==> config.mk <==
export PLATFORM = sky130hd
export DESIGN_NAME = hazard_ctrl
export DESIGN_NICKNAME = d
export VERILOG_FILES = /design/src/rtl/hazard_pkg.sv /design/src/rtl/hazard_match.sv /design/src/rtl/hazard_ctrl.sv
export SDC_FILE = /design/constraint.sdc
export NUM_CORES = 1
export LEC_CHECK = 0
export CAP_MARGIN = 10
export CORE_UTILIZATION = 40
export DETAILED_ROUTE_END_ITERATION = 8
export MAX_ROUTING_LAYER = met4
export PLACE_DENSITY = 0.67
export SLEW_MARGIN = 20
export SYNTH_ARGS = -nofsm -noshare
export SYNTH_HDL_FRONTEND = slang
export SYNTH_SLANG_ARGS = --single-unit
==> constraint.sdc <==
create_clock -name clk -period 3.5 [get_ports clk]
set_input_delay 0.7 -clock clk [delete_from_list [all_inputs] [get_ports clk]]
set_output_delay 0.7 -clock clk [all_outputs]
set_load 0.01 [all_outputs]
==> src/rtl/hazard_pkg.sv <==
// Shared types for the RV32I hazard/forwarding controller: shadow pipeline slots
// and the EX operand forwarding select encoding.
package hazard_pkg;

    localparam int REG_AW_DEF = 5;

    typedef struct packed {
        logic                  valid;
        logic [REG_AW_DEF-1:0] rd;
        logic                  reg_write;
        logic                  mem_read;
    } slot_t;

    // The EX slot also remembers which source registers its instruction reads.
    typedef struct packed {
        slot_t                 base;
        logic [REG_AW_DEF-1:0] rs1;
        logic [REG_AW_DEF-1:0] rs2;
        logic                  use_rs1;
        logic                  use_rs2;
    } ex_slot_t;

    typedef enum logic [1:0] {
        FWD_REG = 2'b00,
        FWD_MEM = 2'b01,
        FWD_WB  = 2'b10
    } fwd_sel_t;

endpackage

==> src/rtl/hazard_match.sv <==
// "Slot writes register" comparator. With alu_only_i set, a load in the slot
// does not count, since its data is not available yet.
module hazard_match
    import hazard_pkg::*;
(
    input  slot_t                 slot_i,
    input  logic [REG_AW_DEF-1:0] reg_i,
    input  logic                  alu_only_i,
    output logic                  hit_o
);

    assign hit_o = slot_i.valid & slot_i.reg_write & (slot_i.rd == reg_i) &
                   (slot_i.rd != '0) & ~(alu_only_i & slot_i.mem_read);

endmodule

==> src/rtl/hazard_ctrl.sv <==
// Hazard and forwarding controller for the 5-stage RV32I pipeline: shadow
// EX/MEM/WB destination state, bypass/forward selects, stall/flush, counters.
module hazard_ctrl
    import hazard_pkg::*;
#(
    parameter int REG_AW = REG_AW_DEF,
    parameter int CNT_W  = 32
) (
    input  logic              clk,
    input  logic              rst,
    input  logic              id_valid,
    input  logic [REG_AW-1:0] id_rs1,
    input  logic [REG_AW-1:0] id_rs2,
    input  logic              id_use_rs1,
    input  logic              id_use_rs2,
    input  logic [REG_AW-1:0] id_rd,
    input  logic              id_reg_write,
    input  logic              id_mem_read,
    input  logic              ex_mispredict,
    output logic              mux_sel_raw_id_rs1,
    output logic              mux_sel_raw_id_rs2,
    output logic [1:0]        fwd_a_sel,
    output logic [1:0]        fwd_b_sel,
    output logic              stall_if,
    output logic              stall_id,
    output logic              flush_id,
    output logic              bubble_ex,
    output logic [CNT_W-1:0]  stall_cnt,
    output logic [CNT_W-1:0]  flush_cnt
);

    ex_slot_t         ex_q, ex_d;
    slot_t            mem_q, wb_q;
    logic [CNT_W-1:0] stall_cnt_q, stall_cnt_d;
    logic [CNT_W-1:0] flush_cnt_q, flush_cnt_d;

    logic mem_a_hit, mem_b_hit, wb_a_hit, wb_b_hit, wb_id1_hit, wb_id2_hit;
    logic load_use;
    logic mem_ld_a, mem_ld_b;

    hazard_match u_mem_a (.slot_i(mem_q), .reg_i(ex_q.rs1), .alu_only_i(1'b1), .hit_o(mem_a_hit));
    hazard_match u_mem_b (.slot_i(mem_q), .reg_i(ex_q.rs2), .alu_only_i(1'b1), .hit_o(mem_b_hit));
    hazard_match u_wb_a  (.slot_i(wb_q),  .reg_i(ex_q.rs1), .alu_only_i(1'b0), .hit_o(wb_a_hit));
    hazard_match u_wb_b  (.slot_i(wb_q),  .reg_i(ex_q.rs2), .alu_only_i(1'b0), .hit_o(wb_b_hit));
    hazard_match u_wb_i1 (.slot_i(wb_q),  .reg_i(id_rs1),   .alu_only_i(1'b0), .hit_o(wb_id1_hit));
    hazard_match u_wb_i2 (.slot_i(wb_q),  .reg_i(id_rs2),   .alu_only_i(1'b0), .hit_o(wb_id2_hit));

    assign load_use = id_valid & ex_q.base.valid & ex_q.base.mem_read & (ex_q.base.rd != '0) &
                      ((id_use_rs1 & (id_rs1 == ex_q.base.rd)) |
                       (id_use_rs2 & (id_rs2 == ex_q.base.rd)));

    // Every control output is forced low while reset is held, even mid-stall.
    always_comb begin
        stall_if           = 1'b0;
        stall_id           = 1'b0;
        flush_id           = 1'b0;
        bubble_ex          = 1'b0;
        mux_sel_raw_id_rs1 = 1'b0;
        mux_sel_raw_id_rs2 = 1'b0;
        fwd_a_sel          = FWD_REG;
        fwd_b_sel          = FWD_REG;
        if (!rst) begin
            if (ex_mispredict) begin
                flush_id  = 1'b1;
                bubble_ex = 1'b1;
            end else if (load_use) begin
                stall_if  = 1'b1;
                stall_id  = 1'b1;
                bubble_ex = 1'b1;
            end
            mux_sel_raw_id_rs1 = id_use_rs1 & wb_id1_hit;
            mux_sel_raw_id_rs2 = id_use_rs2 & wb_id2_hit;
            if (ex_q.base.valid && ex_q.use_rs1) begin
                if (mem_a_hit)     fwd_a_sel = FWD_MEM;
                else if (wb_a_hit) fwd_a_sel = FWD_WB;
            end
            if (ex_q.base.valid && ex_q.use_rs2) begin
                if (mem_b_hit)     fwd_b_sel = FWD_MEM;
                else if (wb_b_hit) fwd_b_sel = FWD_WB;
            end
        end
    end

    always_comb begin
        ex_d = '0;
        if (!bubble_ex) begin
            ex_d.base.valid     = id_valid;
            ex_d.base.rd        = id_rd;
            ex_d.base.reg_write = id_reg_write;
            ex_d.base.mem_read  = id_mem_read;
            ex_d.rs1            = id_rs1;
            ex_d.rs2            = id_rs2;
            ex_d.use_rs1        = id_use_rs1;
            ex_d.use_rs2        = id_use_rs2;
        end
        stall_cnt_d = stall_cnt_q;
        flush_cnt_d = flush_cnt_q;
        if (stall_id && (stall_cnt_q != '1)) stall_cnt_d = stall_cnt_q + CNT_W'(1);
        if (flush_id && (flush_cnt_q != '1)) flush_cnt_d = flush_cnt_q + CNT_W'(1);
    end

    always_ff @(posedge clk or posedge rst) begin
        if (rst) begin
            ex_q        <= '0;
            mem_q       <= '0;
            wb_q        <= '0;
            stall_cnt_q <= '0;
            flush_cnt_q <= '0;
        end else begin
            ex_q        <= ex_d;
            mem_q       <= ex_q.base;
            wb_q        <= mem_q;
            stall_cnt_q <= stall_cnt_d;
            flush_cnt_q <= flush_cnt_d;
        end
    end

    assign stall_cnt = stall_cnt_q;
    assign flush_cnt = flush_cnt_q;

    // A load in MEM feeding the EX instruction means the load-use stall was missed.
    assign mem_ld_a = ex_q.base.valid & ex_q.use_rs1 & mem_q.valid & mem_q.reg_write &
                      mem_q.mem_read & (mem_q.rd == ex_q.rs1) & (mem_q.rd != '0);
    assign mem_ld_b = ex_q.base.valid & ex_q.use_rs2 & mem_q.valid & mem_q.reg_write &
                      mem_q.mem_read & (mem_q.rd == ex_q.rs2) & (mem_q.rd != '0);

    a_no_mem_load_fwd: assert property (@(posedge clk) disable iff (rst) !(mem_ld_a | mem_ld_b));

endmodule

After elaboration in Yosys (flattened, before gate mapping). Cells that the tools add are included.

Logic and storage cells: 80. Input port bits: 23. Output and inout port bits: 74. Register bits: 99.

Reductions and logical operators: 7. Muxes and demuxes: 18. Bitwise gates (word level): 26. $add $sub $neg: 2. Equal/unequal tests: 10.

Operators with widths (number): adder 32 x 1 -> 32 bit (second input constant) (2); != test 32 bit (second input constant) (2); equality test 5 bit (8); bitwise AND 1 bit (24); two-way mux 20 bit (1); two-way mux 2 bit (8); nonzero test 5 bit (3); two-way mux 1 bit (9); logical AND 1 bit (4); inverter 1 bit (1); OR 1 bit (1).

Longest topological paths before layout.
Depth in word-level cells: 8. Mapped depth: 8.

Cells and area by module. A second synthesis with hierarchy kept.

Cells, all modules: 432. Area total of the unflattened synthesis: 4775.8 µm².

Modules (own cells, without submodules): hazard_ctrl (area an instance 4332.9 µm², times used 1, sequential area each 2502.4 µm², cells each 366); hazard_match (area an instance 73.8 µm², times used 6, sequential area each 0.0 µm², cells each 11).

Worst setup path after synthesis. Ideal clock, no wire load.

Kind: input -> output. Start point: in rst. End point: out fwd_a_sel[1]. Data required time: 2.800 ns. Arrival time: 1.847 ns. Path slack: 0.953 ns. Cell stages on the path: 4. Path through: nor2b_1 -> nand2_1 -> or4_1 -> nor4_1.

Longest elaborated chain between the ends: 1.

RTL lines: start: declaration (RTL line hazard_ctrl.sv:10) `input logic rst,`; two-way mux 2 bit (RTL line hazard_ctrl.sv:62) `if (!rst) begin`; end: declaration (RTL line hazard_ctrl.sv:22) `output logic [1:0] fwd_a_sel,`.

Every way passes these cells.

Worst setup path in the final report.
Start point: in id_rs1[0]. End point: out bubble_ex.

Longest elaborated chain between the ends: 7.

RTL lines: start: declaration (RTL line hazard_ctrl.sv:12) `input logic [REG_AW-1:0] id_rs1,`; equality test 5 bit (RTL line hazard_ctrl.sv:49) `((id_use_rs1 & (id_rs1 == ex_q.base.rd)) |`; bitwise AND 1 bit (RTL line hazard_ctrl.sv:49); OR 1 bit (RTL line hazard_ctrl.sv:49); bitwise AND 1 bit (RTL line hazard_ctrl.sv:48) `assign load_use = id_valid & ex_q.base.valid & ex_q.base.mem_read & (ex_q.base.rd != '0) &`; two-way mux 1 bit (RTL line hazard_ctrl.sv:66) `end else if (load_use) begin`; two-way mux 1 bit (RTL line hazard_ctrl.sv:63) `if (ex_mispredict) begin`; two-way mux 1 bit (RTL line hazard_ctrl.sv:62); end: declaration (RTL line hazard_ctrl.sv:27) `output logic bubble_ex,`.

Every way passes these cells.

==> impl_metrics.csv <==
group,metric,value,unit
clocking,clkSlewWorstSetupHoldPaths,0.06,ns
route,route.met3.wl,475,um
sta,max_slew_margin,63.6,%
route,route.detailed.drc,0,
clocking,clock_insertion_delay_worst_skew,0.34,ns
sta,finalSetupViolations,0,
synth,synth_largest_type_area_fraction,53.0,%
floorplanning,die_width,110,um
status,status,"complete, no violations",
placement,gpl.final_weighted_congestion,0.874,
sta,final.setup_skew,0.00771,ns
finish,num-fill-cells,1037,
clocking,cts-hold-fix-buffers,0,
worst_setup_path,maximum_cell_stage_delay_along_the_critical_path,0.57,ns
route,vias_per_cell,5.04,
route,routed_wire_length_per_instance,15.7,um
grt,grt_first_pass_wirelength,17.1,mm
placement,numPlacedInstances,653,
synth,number_of_cells_produced_by_synthesis,416,
sta,fin_crit_sh,95.2,%
finish,fin_cells,669,
floorplanning,die_h,110,um
worst_setup_path,critical-path-top-delay-family,"buffers and inverters",
hold_path,worstHoldStart,"ex_q[13]",
finish,layout-drive-gt1-share,7.79,%
synth,synth-seq-cells,99,
worst_setup_path,crit_path_max_fanout,3,
sta,fmax,300,MHz
grt,grt_max_degree,41,
floorplanning,fp.dieArea,12100,um2
worst_setup_path,arrival,2.63,ns
worst_setup_path,timing_worst_setup_path_type,"in -> out",
worst_setup_path,critPathCaptureType,"output pin",
worst_setup_path,critical_path.startpoint_type,"primary input",
route,maxUsedRoutingLayer,"met4",
synth,synthesis.nets,441,
floorplanning,core.rowCount,39,
grt,grt_antenna_before_repair,0,
sta,final-hold-violation-count,0,
grt,grt.overflow.total,0,
finish,area_growth,32.1,%
finish,final_common_cell,"sky130_fd_sc_hd__dfrtp_1",
route,wl_met2,4.99,mm
finish,antenna_cells_inserted,0,
grt,number_of_global_route_vias_before_repair,3432,
synth,ys_seq_area_share,53.0,%
clocking,cts.path.max_buffers,2,
clocking,cts_post_setup_buffers_inserted,0,
synth,synth.distinct_cells,43,
route,wirelength_met1,4.91,mm
worst_setup_path,dominant_cell_type_by_count_on_the_critical_path,"sky130_fd_sc_hd__clkdlybuf4s50_1",
floorplanning,initial_core_util,41.0,%
route,firstDrtPassIters,4,
route,drtIter0Drc,105,
synth,yosys_warnings,0,
placement,placement.io_buffers,96,
sta,grt_setup_unrepaired,"false",
route,antenna_left,0,
worst_setup_path,critical_path_required,2.80,ns
synth,yosysTopAreaCell,"sky130_fd_sc_hd__dfrtp_1",
floorplanning,floorplan.io_pins,97,
hold_path,worst_hold_path_type,"reg -> reg",
floorplanning,fp.coreArea,11400,um2
clocking,total_cts_buffers,9,
synth,syn_area_per_cell,11.2,um2
finish,most-common-layout-cells,"99 x sky130_fd_sc_hd__dfrtp_1, 94 x sky130_fd_sc_hd__clkdlybuf4s50_1, 70 x sky130_fd_sc_hd__xnor2_1",
clocking,ctsHtreeMaxLevel,3,
clocking,tritoncts_num_sinks,99,
sta,final_period_minus_worst_setup_slack,3.33,ns
pwr,pwr_density_cell,430,nW/um2
job,drv_cap,0,
clocking,tritoncts,"built",
sta,timing.setup.tns,0,ns
worst_setup_path,crit_start,"id_rs1[0]",
sta,tightestPinTransition,0.541,ns
worst_setup_path,regToRegStartpoint,"stall_cnt[0]",
worst_setup_path,path_cells,"clkdlybuf4s50_1 -> xnor2_1 -> nand4_1 -> o22ai_1 -> a21oi_1 -> nor2_1 -> clkdlybuf4s50_1",
sta,final_max_slew_viol_count,0,
pwr,vdd_ir_drop_max,0.302,mV
worst_setup_path,critical_path_buf_inv_count,2,
clocking,cts_repair_resize_count,0,
clocking,cts_root_buffer,"sky130_fd_sc_hd__clkbuf_16",
finish,final_net_count,546,
pwr,power_leakage,2.68,nW
route,route.vias.total,3375,
grt,gr-usage-all-layers,19.1,%
synth,syn_area,4680,um2
route,detail_route.wirelength,10.5,mm
synth,post_synth_main_area_contributors,"sky130_fd_sc_hd__dfrtp_1 53%, sky130_fd_sc_hd__xnor2_1 13%, sky130_fd_sc_hd__xor2_1 6.0%",
placement,dpl.hpwl,7.73,mm
worst_setup_path,timing.critical_path.slowest_stage_cell,"sky130_fd_sc_hd__clkdlybuf4s50_1",
==> through the flow <==
stage                     area, um2  setup slack [ns]  utilization, %  power, mW  hold WS [ns]
after floorplan                4680             0.210               -       1.43         0.331
after global placement         5840            0.0881            51.1       1.58         0.335
after detailed placement       5840            0.0400            51.1       1.58         0.339
after CTS                      6170            0.0308            54.1       2.69         0.354
after global routing           6180            0.0329            54.1       2.77         0.356
final                          6180             0.169            54.1       2.66         0.352
==> power by group <==
group          switching (mW)  internal [mW]
registers              0.0741           1.20
logic                   0.125          0.155
clock network           0.431          0.668
total                   0.630           2.03
==> kinds of logic after synthesis <==
| kind of cell | share of synthesized area, % |
|---|---|
| xor+xnor | 19.1 |
| simple gates | 22.7 |
| mux | 0.562 |
| flops | 53.0 |
| compound gates | 1.79 |
| buf+inv | 2.35 |
| fa+ha+maj | 0.535 |
==> sequential cells by signal, summed over array words and instances (netlist names) <==
signal / cells
ex_q: 20
flush_cnt: 32
mem_q: 8
stall_cnt: 32
wb_q: 7
==> cells in the mapped netlist (all sizes together) <==
master   count
nand2b       1
o22ai        1
and2         4
nand4       28
o211ai       1
buf          6
xnor2       70
dfrtp       99
and2b        1
mux2         2
a21oi        3
inv         10
nand2       31
a211oi       1
clkbuf       6
o211a        3
a21o         1
nor4        13
nand3       26
o2111ai      1
ha           2
and4        11
xor2        32
nor2        16
nand4b       1
nor2b       22
or3b         1
and3         9
or4          5
and3b        1
nor3         8
==> worst reg2reg max path: stages, from the launching register on <==
cell                      delay, ns
sky130_fd_sc_hd__dfrtp_1       0.42
sky130_fd_sc_hd__ha_1          0.22
sky130_fd_sc_hd__nand3_1       0.20
sky130_fd_sc_hd__nor4_4        0.25
sky130_fd_sc_hd__nand4_1       0.17
sky130_fd_sc_hd__o211a_1       0.23
sky130_fd_sc_hd__buf_4         0.21
sky130_fd_sc_hd__mux2_4        0.31
==> layout make-up <==
cell class	count	area, um2	area share (%)
Inverter	10	40.0	0.648
Timing Repair Buffer	106	1050	17.1
Tap cell	143	179	2.90
Clock inverter	5	85.1	1.38
Clock buffer	11	253	4.09
Multi-Input combinational cell	295	2090	33.8
Sequential cell	99	2480	40.1
==> per-layer routing <==
| layer | GRT usage [%] | vias to the layer above |
|---|---|---|
| met5 | - | - |
| met4 | 5.17 | 0 |
| met3 | 4.59 | 13 |
| met2 | 30.4 | 74 |
| met1 | 24.6 | 1649 |
| li1 | - | 1639 |
==> worst paths after layout <==
kind	cells after the start	slack, ns	to
min in group asynchronous	3	0.92	mem_q[2]
worst min register to register	0	0.35	mem_q[1]
worst max-delay path	7	0.17	bubble_ex
worst min-delay path	0	0.35	mem_q[1]
worst max register to register	7	1.37	stall_cnt[1]
max in group asynchronous	4	1.91	flush_cnt[15]
(Power assumes the default switching activity.)
